`src/rtl/spi_pkg.sv`:
```
// Shared definitions for the SPI master: FSM state encoding, SPI mode and counter sizing.
package spi_pkg;

    typedef enum logic [2:0] {
        IDLE  = 3'd0,
        SETUP = 3'd1,
        XFER  = 3'd2,
        HOLD  = 3'd3,
        DONE  = 3'd4
    } spi_state_t;

    // Mode 0: SCLK idles low, data sampled on the leading (rising) edge.
    localparam logic SPI_CPOL = 1'b0;
    localparam logic SPI_CPHA = 1'b0;

    // Bits needed for a counter that must be able to hold max_count itself.
    function automatic int cnt_width(input int max_count);
        return (max_count < 1) ? 1 : $clog2(max_count + 1);
    endfunction

endpackage

```
`src/rtl/spi_clk_div.sv`:
```
// SCLK generator: divides clk by 2*CLK_DIV while enabled and flags the edge about to be produced.
module spi_clk_div
    import spi_pkg::*;
#(
    parameter int CLK_DIV = 4
) (
    input  logic clk_i,
    input  logic rst_i,
    input  logic en_i,
    output logic sclk_o,
    output logic rise_tick_o,
    output logic fall_tick_o
);

    localparam int            CW       = cnt_width(CLK_DIV);
    localparam logic [CW-1:0] CNT_LAST = CW'(CLK_DIV - 1);

    logic [CW-1:0] cnt_q, cnt_d;
    logic          sclk_q, sclk_d;
    logic          term;

    assign term = en_i && (cnt_q == CNT_LAST);

    always_comb begin
        cnt_d  = cnt_q;
        sclk_d = sclk_q;
        if (!en_i) begin
            cnt_d  = '0;
            sclk_d = SPI_CPOL;
        end else if (term) begin
            cnt_d  = '0;
            sclk_d = ~sclk_q;
        end else begin
            cnt_d = cnt_q + 1'b1;
        end
    end

    always_ff @(posedge clk_i) begin
        if (rst_i) begin
            cnt_q  <= '0;
            sclk_q <= SPI_CPOL;
        end else begin
            cnt_q  <= cnt_d;
            sclk_q <= sclk_d;
        end
    end

    // Ticks are asserted in the cycle whose closing edge moves SCLK.
    assign sclk_o      = sclk_q;
    assign rise_tick_o = term && !sclk_q;
    assign fall_tick_o = term && sclk_q;

endmodule

```
`src/rtl/spi_master_ctrl.sv`:
```
// Mode-0 SPI master: sequences chip select, SCLK and the MOSI/MISO shift registers for one word per start.
module spi_master_ctrl
    import spi_pkg::*;
#(
    parameter int DATA_WIDTH = 8,
    parameter int CLK_DIV    = 4
) (
    input  logic                  clk_in,
    input  logic                  rst_in,
    input  logic                  start_in,
    input  logic [DATA_WIDTH-1:0] data_in,
    input  logic                  miso_in,
    output logic                  busy_out,
    output logic                  done_out,
    output logic [DATA_WIDTH-1:0] data_out,
    output logic                  sclk_out,
    output logic                  mosi_out,
    output logic                  cs_n_out
);

    localparam int             DCW        = cnt_width(CLK_DIV);
    localparam int             BCW        = cnt_width(DATA_WIDTH);
    localparam logic [DCW-1:0] SETUP_LAST = DCW'(CLK_DIV);
    localparam logic [DCW-1:0] HOLD_LAST  = DCW'(CLK_DIV - 1);
    localparam logic [BCW-1:0] BIT_LAST   = BCW'(DATA_WIDTH);

    spi_state_t            state_q;
    logic [DCW-1:0]        phase_q;
    logic [BCW-1:0]        bit_q;
    logic [DATA_WIDTH-1:0] tx_shift_q;
    logic [DATA_WIDTH-1:0] rx_shift_q;
    logic [DATA_WIDTH-1:0] data_q;
    logic                  busy_q;
    logic                  done_q;
    logic                  mosi_q;
    logic                  cs_n_q;

    logic div_en;
    logic rise_tick;
    logic fall_tick;
    logic sample_tick;
    logic shift_tick;

    assign div_en = (state_q == XFER);

    spi_clk_div #(
        .CLK_DIV(CLK_DIV)
    ) u_clk_div (
        .clk_i      (clk_in),
        .rst_i      (rst_in),
        .en_i       (div_en),
        .sclk_o     (sclk_out),
        .rise_tick_o(rise_tick),
        .fall_tick_o(fall_tick)
    );

    assign sample_tick = (SPI_CPHA == 1'b0) ? rise_tick : fall_tick;
    assign shift_tick  = (SPI_CPHA == 1'b0) ? fall_tick : rise_tick;

    always_ff @(posedge clk_in) begin
        if (rst_in) begin
            state_q    <= IDLE;
            phase_q    <= '0;
            bit_q      <= '0;
            tx_shift_q <= '0;
            rx_shift_q <= '0;
            data_q     <= '0;
            busy_q     <= 1'b0;
            done_q     <= 1'b0;
            mosi_q     <= 1'b0;
            cs_n_q     <= 1'b1;
        end else begin
            done_q <= 1'b0;
            unique case (state_q)
                IDLE: begin
                    if (start_in) begin
                        tx_shift_q <= data_in;
                        rx_shift_q <= '0;
                        bit_q      <= '0;
                        phase_q    <= '0;
                        busy_q     <= 1'b1;
                        state_q    <= SETUP;
                    end
                end
                SETUP: begin
                    // Entry cycle drops cs_n; CLK_DIV further cycles of setup precede SCLK.
                    cs_n_q <= 1'b0;
                    mosi_q <= tx_shift_q[DATA_WIDTH-1];
                    if (phase_q == SETUP_LAST) begin
                        phase_q <= '0;
                        state_q <= XFER;
                    end else begin
                        phase_q <= phase_q + 1'b1;
                    end
                end
                XFER: begin
                    if (sample_tick) begin
                        rx_shift_q <= {rx_shift_q[DATA_WIDTH-2:0], miso_in};
                        bit_q      <= bit_q + 1'b1;
                    end
                    if (shift_tick) begin
                        if (bit_q == BIT_LAST) begin
                            phase_q <= '0;
                            state_q <= HOLD;
                        end else begin
                            tx_shift_q <= {tx_shift_q[DATA_WIDTH-2:0], 1'b0};
                            mosi_q     <= tx_shift_q[DATA_WIDTH-2];
                        end
                    end
                end
                HOLD: begin
                    if (phase_q == HOLD_LAST) begin
                        phase_q <= '0;
                        cs_n_q  <= 1'b1;
                        done_q  <= 1'b1;
                        data_q  <= rx_shift_q;
                        state_q <= DONE;
                    end else begin
                        phase_q <= phase_q + 1'b1;
                    end
                end
                DONE: begin
                    busy_q  <= 1'b0;
                    state_q <= IDLE;
                end
                default: begin
                    state_q <= IDLE;
                end
            endcase
        end
    end

    assign busy_out = busy_q;
    assign done_out = done_q;
    assign data_out = data_q;
    assign mosi_out = mosi_q;
    assign cs_n_out = cs_n_q;

endmodule
```
`config.mk`:
```
export PLATFORM = sky130hd
export DESIGN_NAME = spi_master_ctrl
export DESIGN_NICKNAME = d
export VERILOG_FILES = /design/src/rtl/spi_pkg.sv /design/src/rtl/spi_clk_div.sv /design/src/rtl/spi_master_ctrl.sv
export SDC_FILE = /design/constraint.sdc
export NUM_CORES = 1
export LEC_CHECK = 0
export CAP_MARGIN = 30
export CORE_ASPECT_RATIO = 0.7
export CORE_MARGIN = 10
export CORE_UTILIZATION = 50
export DETAILED_ROUTE_END_ITERATION = 10
export PLACE_DENSITY = 0.76
export SLEW_MARGIN = 10
export SYNTH_ARGS = -nofsm -noshare
export SYNTH_HDL_FRONTEND = slang
export SYNTH_SLANG_ARGS = --single-unit
```
`constraint.sdc`:
```
create_clock -name clk_in -period 2.8 [get_ports clk_in]
set_clock_uncertainty 0.2 [all_clocks]
set_input_delay 0.42 -clock clk_in [delete_from_list [all_inputs] [get_ports clk_in]]
set_output_delay 0.42 -clock clk_in [all_outputs]
set_load 0.02 [all_outputs]
```
==> results of run 1 <==
-- worst max-delay path by stage --
stage	startpoint	to	slack, ns	depth (start not counted)
6_report	state_q[0]	data_out[2]	0.75	4
4_1_cts	state_q[0]	data_out[2]	0.77	4
3_3_place_gp	start_in	tx_shift_q[4]	0.68	5
3_5_place_dp	start_in	tx_shift_q[5]	0.64	5
2_1_floorplan	u_clk_div.cnt_q[0]	tx_shift_q[6]	0.87	8
5_1_grt	state_q[0]	data_out[1]	0.56	4
-- where the power goes --
group / total [W] / internal, W / leakage [nW] / switching, W
Sequential: 0.000620 / 0.000610 / 0.341 / 0.00000930
Clock: 0.000479 / 0.000266 / 0.0514 / 0.000213
Combinational: 0.000103 / 0.0000479 / 0.405 / 0.0000551
Total: 0.00120 / 0.000924 / 0.797 / 0.000278
-- per-stage QoR --
stage / util / cells / setup WS (ns) / instance area (um^2) / total power, W
after floorplan: - / 226 / 0.8681 / 1944 / 0.0007057
after global placement: 0.5959 / 285 / 0.6832 / 2161 / 0.0007343
after detailed placement: 0.5959 / 285 / 0.6394 / 2161 / 0.0007355
after CTS: 0.6263 / 293 / 0.7680 / 2271 / 0.001210
after global routing: 0.6263 / 293 / 0.5627 / 2271 / 0.001248
final: 0.6263 / 293 / 0.7486 / 2271 / 0.001202
-- cells in the final DEF (no fill, tap or decap), types with 2 or more instances in the layout --
cell | netlist | layout
dfxtp_1 | 42 | 42
a21oi_1 | 32 | 32
nand2_1 | 30 | 30
clkdlybuf4s50_1 | 0 | 24
nor2_1 | 15 | 15
nand3_1 | 12 | 12
inv_1 | 8 | 8
mux2i_1 | 8 | 8
o21ai_0 | 8 | 8
ha_1 | 8 | 8
or3_1 | 7 | 7
clkbuf_8 | 1 | 5
nor3_1 | 3 | 3
nor4_1 | 3 | 3
buf_4 | 3 | 3
nor2b_1 | 2 | 2
nor3b_1 | 2 | 2
a211oi_1 | 2 | 2
o31ai_1 | 2 | 2
and3_1 | 2 | 2
a22o_1 | 2 | 2
a22oi_1 | 2 | 2
-- metal layers --
layer / vias up / global-route usage / part of all wire / wire length [um]
met5: - / 0 / 0 / 0
met4: 0 / 0.05464 / 0.020 / 79
met3: 7 / 0.04317 / 0.051 / 199
met2: 28 / 0.1740 / 0.41 / 1606
met1: 716 / 0.1567 / 0.52 / 2010
li1: 815 / - / - / -
-- state kept, by name, indices dropped and copies added (netlist names) --
signal / cells
done_out: 1
tx_shift_q: 8
mosi_out: 1
bit_q: 4
data_out: 8
u_clk_div.sclk_o: 1
state_q: 3
phase_q: 3
cs_n_out: 1
u_clk_div.cnt_q: 3
busy_out: 1
rx_shift_q: 8
-- critical path: stages, from the launching register on --
cell and delay, ns:
dfxtp_1 0.51, nor2b_1 0.53, nand3_1 0.44, nand2_1 0.18, a21oi_1 0.07
-- kinds of logic (layout without fill, tap and decap cells) --
family,count (synthesis),after routing,share of synthesized area
compound gates,56,56,0.1718
buf+inv,27,44,0.08172
fa+ha+maj,8,8,0.05148
xor+xnor,1,1,0.004505
flops,42,42,0.4324
mux,8,8,0.04119
simple gates,84,84,0.2169
-- final cells by class --
class	count	share of cell area
Multi-Input combinational cell	157	0.4160
Sequential cell	42	0.3702
Timing Repair Buffer	28	0.1245
Clock buffer	6	0.03196
Tap cell	50	0.02755
Clock inverter	2	0.01653
Inverter	8	0.01322
==> qor.yml, run 1 <==
io_pins: 25
hold_violations: 0
synthDistinctLibCells: 42
syn-cell-area_um2: 1944
reg2reg_to: "data_out[2]"
viasPerCell: 5.345
r2r_start: "state_q[0]"
die_w_um: 94.54
yosys_warnings: 0
core_um2: 3626
drtAntennaViolNets: 0
grt-ovfl-total: 0
first_pass_iters: 4
grt_pass1_vias: 1462
dp_hpwl_um: 2638
cts_tree: "yes"
grt_max_degree: 33
ys_seq_area_frac: 0.4324
drt_iter0_drc: 103
initial_core_util: 0.5362
setup_tns_ns: 0
drt_wl_total_um: 3895
ctsResizeCount: 0
syn_nets: 246
rows: 18
whs_ns: 0.2471
slew_headroom: 0.6013
diodes: 0
hold_path.class: "flip-flop to flip-flop"
path_clk_slew_ns: 0.08
min_path_cells: 1
critPathLaunchType: "flip-flop"
timing.fmax_mhz: 487.5
regArea_um2: 840.8
synth_commonest_cells: "42 x dfxtp_1, 32 x a21oi_1, 30 x nand2_1"
slew_violations: 0
vias: 1566
layout.nets: 262
maxCapViolations: 0
chipHeight_um: 72.18
holdCritStartpoint: "u_clk_div.cnt_q[0]"
syn_inst: 226
clkSinkCount: 42
layout-drive-gt1-share: 0.06173
syn_to_final_growth_pct: 16.80
drc_errors: 0
critPathMaxFanout: 10
yosys_register_bits: 42
antenna_found_initial: 0
period_needed_ns: 2.051
synth_area_leaders: "dfxtp_1 43%, a21oi_1 8.2%, nand2_1 5.8%"
port_buffers: 24
setup_violations: 0
num-fill-cells: 348
clock_latency_ns: 0.30
syn_avg_cell_area_um2: 8.603
grtUsageTotal: 0.1205
dieArea_um2: 6823
synth-main-ff-cell: "dfxtp_1"
cts-htree-levels: 2
synthArstFlopShare: 0
ir_drop_uv: 428.9
criticalPathCategory: "flip-flop to flip-flop"
wl_per_cell_um: 13.29
p_per_area_nw_per_um2: 529.3
required_ns: 2.79
rsz0062_at_grt: "no"
tightest_slew_ns: 0.5980
synth.most_common_cell: "dfxtp_1"
multi_input_area_um2: 944.7
hold_buffers: 0
cts_buffers: 5
yosysTopAreaCell: "dfxtp_1"
reg2reg_slack_ns: 0.75
reg2regPathDepth: 4
grt_pass1_wl_um: 6706
synth_edf_count: 0
p_leak_nw: 0.7975
arrival_ns: 2.04
hold_path_end: "u_clk_div.cnt_q[0]"
synth.top_cell.area_share: 0.4324
end_kind: "flip-flop"
post_cts_buffers: 0
fin_crit_sh: 0.7327
cts_root_buffer: "clkbuf_8"
cts.path.max_buffers: 2
gp_congestion: 0.7256
status: "completed"
Power figures use the tool's default switching activity.
==> inputs of run 2 (changes only) <==
==> constraint.sdc (replaced) <==
create_clock -name clk_in -period 2.01 [get_ports clk_in]
set_clock_uncertainty 0.2 [all_clocks]
set_input_delay 0.3015 -clock clk_in [delete_from_list [all_inputs] [get_ports clk_in]]
set_output_delay 0.3015 -clock clk_in [all_outputs]
set_load 0.02 [all_outputs]
==> run 2 against run 1 <==
Power up 53%; global-route usage is 0.53 points lower; sequential share of layout area decreased by 1.2 points; critical path depth grew 2; first-iteration DRC count up 4.9%; critical path type unchanged; die area unchanged.
==> qor.yml, run 2 (synthesized netlist as in run 1, its figures left out) <==
status: "completed"
tightest_slew_ns: 0.4045
cts-htree-levels: 2
rsz0062_at_grt: "no"
layout-drive-gt1-share: 0.1044
layout.nets: 268
drc_errors: 0
slew_headroom: 0.7287
die_w_um: 94.54
period_needed_ns: 1.921
fin_crit_sh: 0.9556
grt-ovfl-total: 0
arrival_ns: 1.95
dp_slack_ns: -0.01795
cts_tree: "yes"
grt_pass1_wl_um: 6596
holdCritStartpoint: "u_clk_div.cnt_q[0]"
critPathLaunchType: "flip-flop"
path_clk_slew_ns: 0.08
port_buffers: 24
drt_iter0_drc: 108
mostFrequentLayoutCells: "40 x dfxtp_1, 31 x a21oi_1, 30 x nand2_1, 24 x clkdlybuf4s50_1, 15 x nor2_1"
p_sw_frac: 0.2087
internal_power_w: 0.001451
power_w: 0.001834
core_um2: 3626
setup_tns_ns: 0
r2r_start: "bit_q[1]"
cts_root_buffer: "clkbuf_8"
vias: 1578
chipHeight_um: 72.18
criticalPathCategory: "flip-flop to flip-flop"
worst_slack_ns: 0.08922
syn_to_final_growth_pct: 21.24
setup_violations: 0
postPlaceCellArea_um2: 2206
switching_power_w: 0.0003827
drtAntennaViolNets: 0
maxCapViolations: 0
diodes: 0
grt_busiest_layer: "met2"
grt_max_degree: 33
hold_violations: 0
drt_wl_total_um: 3843
io_pins: 25
initial_core_util: 0.5362
timing.fmax_mhz: 520.6
ir_drop_uv: 508.4
cts.path.max_buffers: 2
dp_hpwl_um: 2688
viasPerCell: 5.278
grtUsageMet1: 0.1496
clock_latency_ns: 0.30
final_area_um2: 2357
final_common_cell: "dfxtp_1"
dieArea_um2: 6823
cp-startpoint: "bit_q[1]"
clockPowerShare: 0.448
use_met2: 0.1733
end_kind: "flip-flop"
final_util: 0.6501
gp_congestion: 0.7697
clkSinkCount: 42
p_leak_nw: 0.8465
cts_buffers: 5
hold_path.class: "flip-flop to flip-flop"
wl_per_cell_um: 12.85
comb_power_share: 0.081
p_per_area_nw_per_um2: 778.0
grtUsageTotal: 0.1152
seq_power_share: 0.471
antenna_found_initial: 0
rows: 18
grt_pass1_vias: 1474
slew_violations: 0
use_met3: 0.04008
required_ns: 2.04
critPathMaxFanout: 16
first_pass_iters: 4
-- run 2: cell types whose count changed in the layout (fill, tap and decap cells not counted), sizes merged --
cell      delta
buf          +6
bufinv       +1
clkinvlp     -1
-- run 2: path summary, 6_finish.rpt --
| path | cells after the start | endpoint | slack, ns |
|---|---|---|---|
| worst max-delay path | 6 | tx_shift_q[1] | 0.09 |
| worst min-delay path | 1 | u_clk_div.cnt_q[0] | 0.23 |
| worst max register to register | 6 | tx_shift_q[1] | 0.09 |
| worst min register to register | 1 | u_clk_div.cnt_q[0] | 0.23 |
-- run 2: power groups by stage --
| stage | Sequential (W) | Combinational, W | Clock, W |
|---|---|---|---|
| floorplan | 0.000884 | 0.0000994 | 0 |
| global placement | 0.000883 | 0.000145 | 0 |
| detailed placement | 0.000883 | 0.000147 | 0 |
| CTS | 0.000864 | 0.000149 | 0.000835 |
| global route | 0.000866 | 0.000163 | 0.000873 |
| finish | 0.000864 | 0.000149 | 0.000822 |
-- run 2: metrics by stage --
stage / hold WS, ns / cells
after floorplan: 0.2080 / 226
final: 0.2346 / 299
after CTS: 0.2427 / 299
after global placement: 0.2209 / 291
after detailed placement: 0.2312 / 291
after global routing: 0.2594 / 299
-- run 2: layer usage --
layer	share of wire	vias up
li1	-	826
met1	0.49	714
met2	0.42	31
met3	0.068	7
met4	0.016	0
met5	0	-
-- run 2: area by class of cell --
type / count / area [um^2]
clock inverters: 2 / 60.06
flip-flops and latches: 42 / 843.3
multi-input cells: 157 / 950.9
repair buffers: 34 / 327.8
clock buffers: 6 / 82.58
fillers: 322 / 1269
well taps: 50 / 62.56
inverters: 8 / 30.03
-- run 2: repair_timing --
| item | 4_1_cts | 5_1_grt |
|---|---|---|
| endpoints found under the setup margin | 0 | 16 |
| hold buffers | 0 | 0 |
| gates resized for setup | 0 | 4 |
| setup buffers | 0 | 0 |
-- run 2: worst max-delay path: stages, from the launching register on --
cell,delay (ns)
dfxtp_1,0.38
inv_1,0.06
ha_1,0.19
and3b_2,0.24
o21a_4,0.27
or3_1,0.36
a21oi_1,0.15
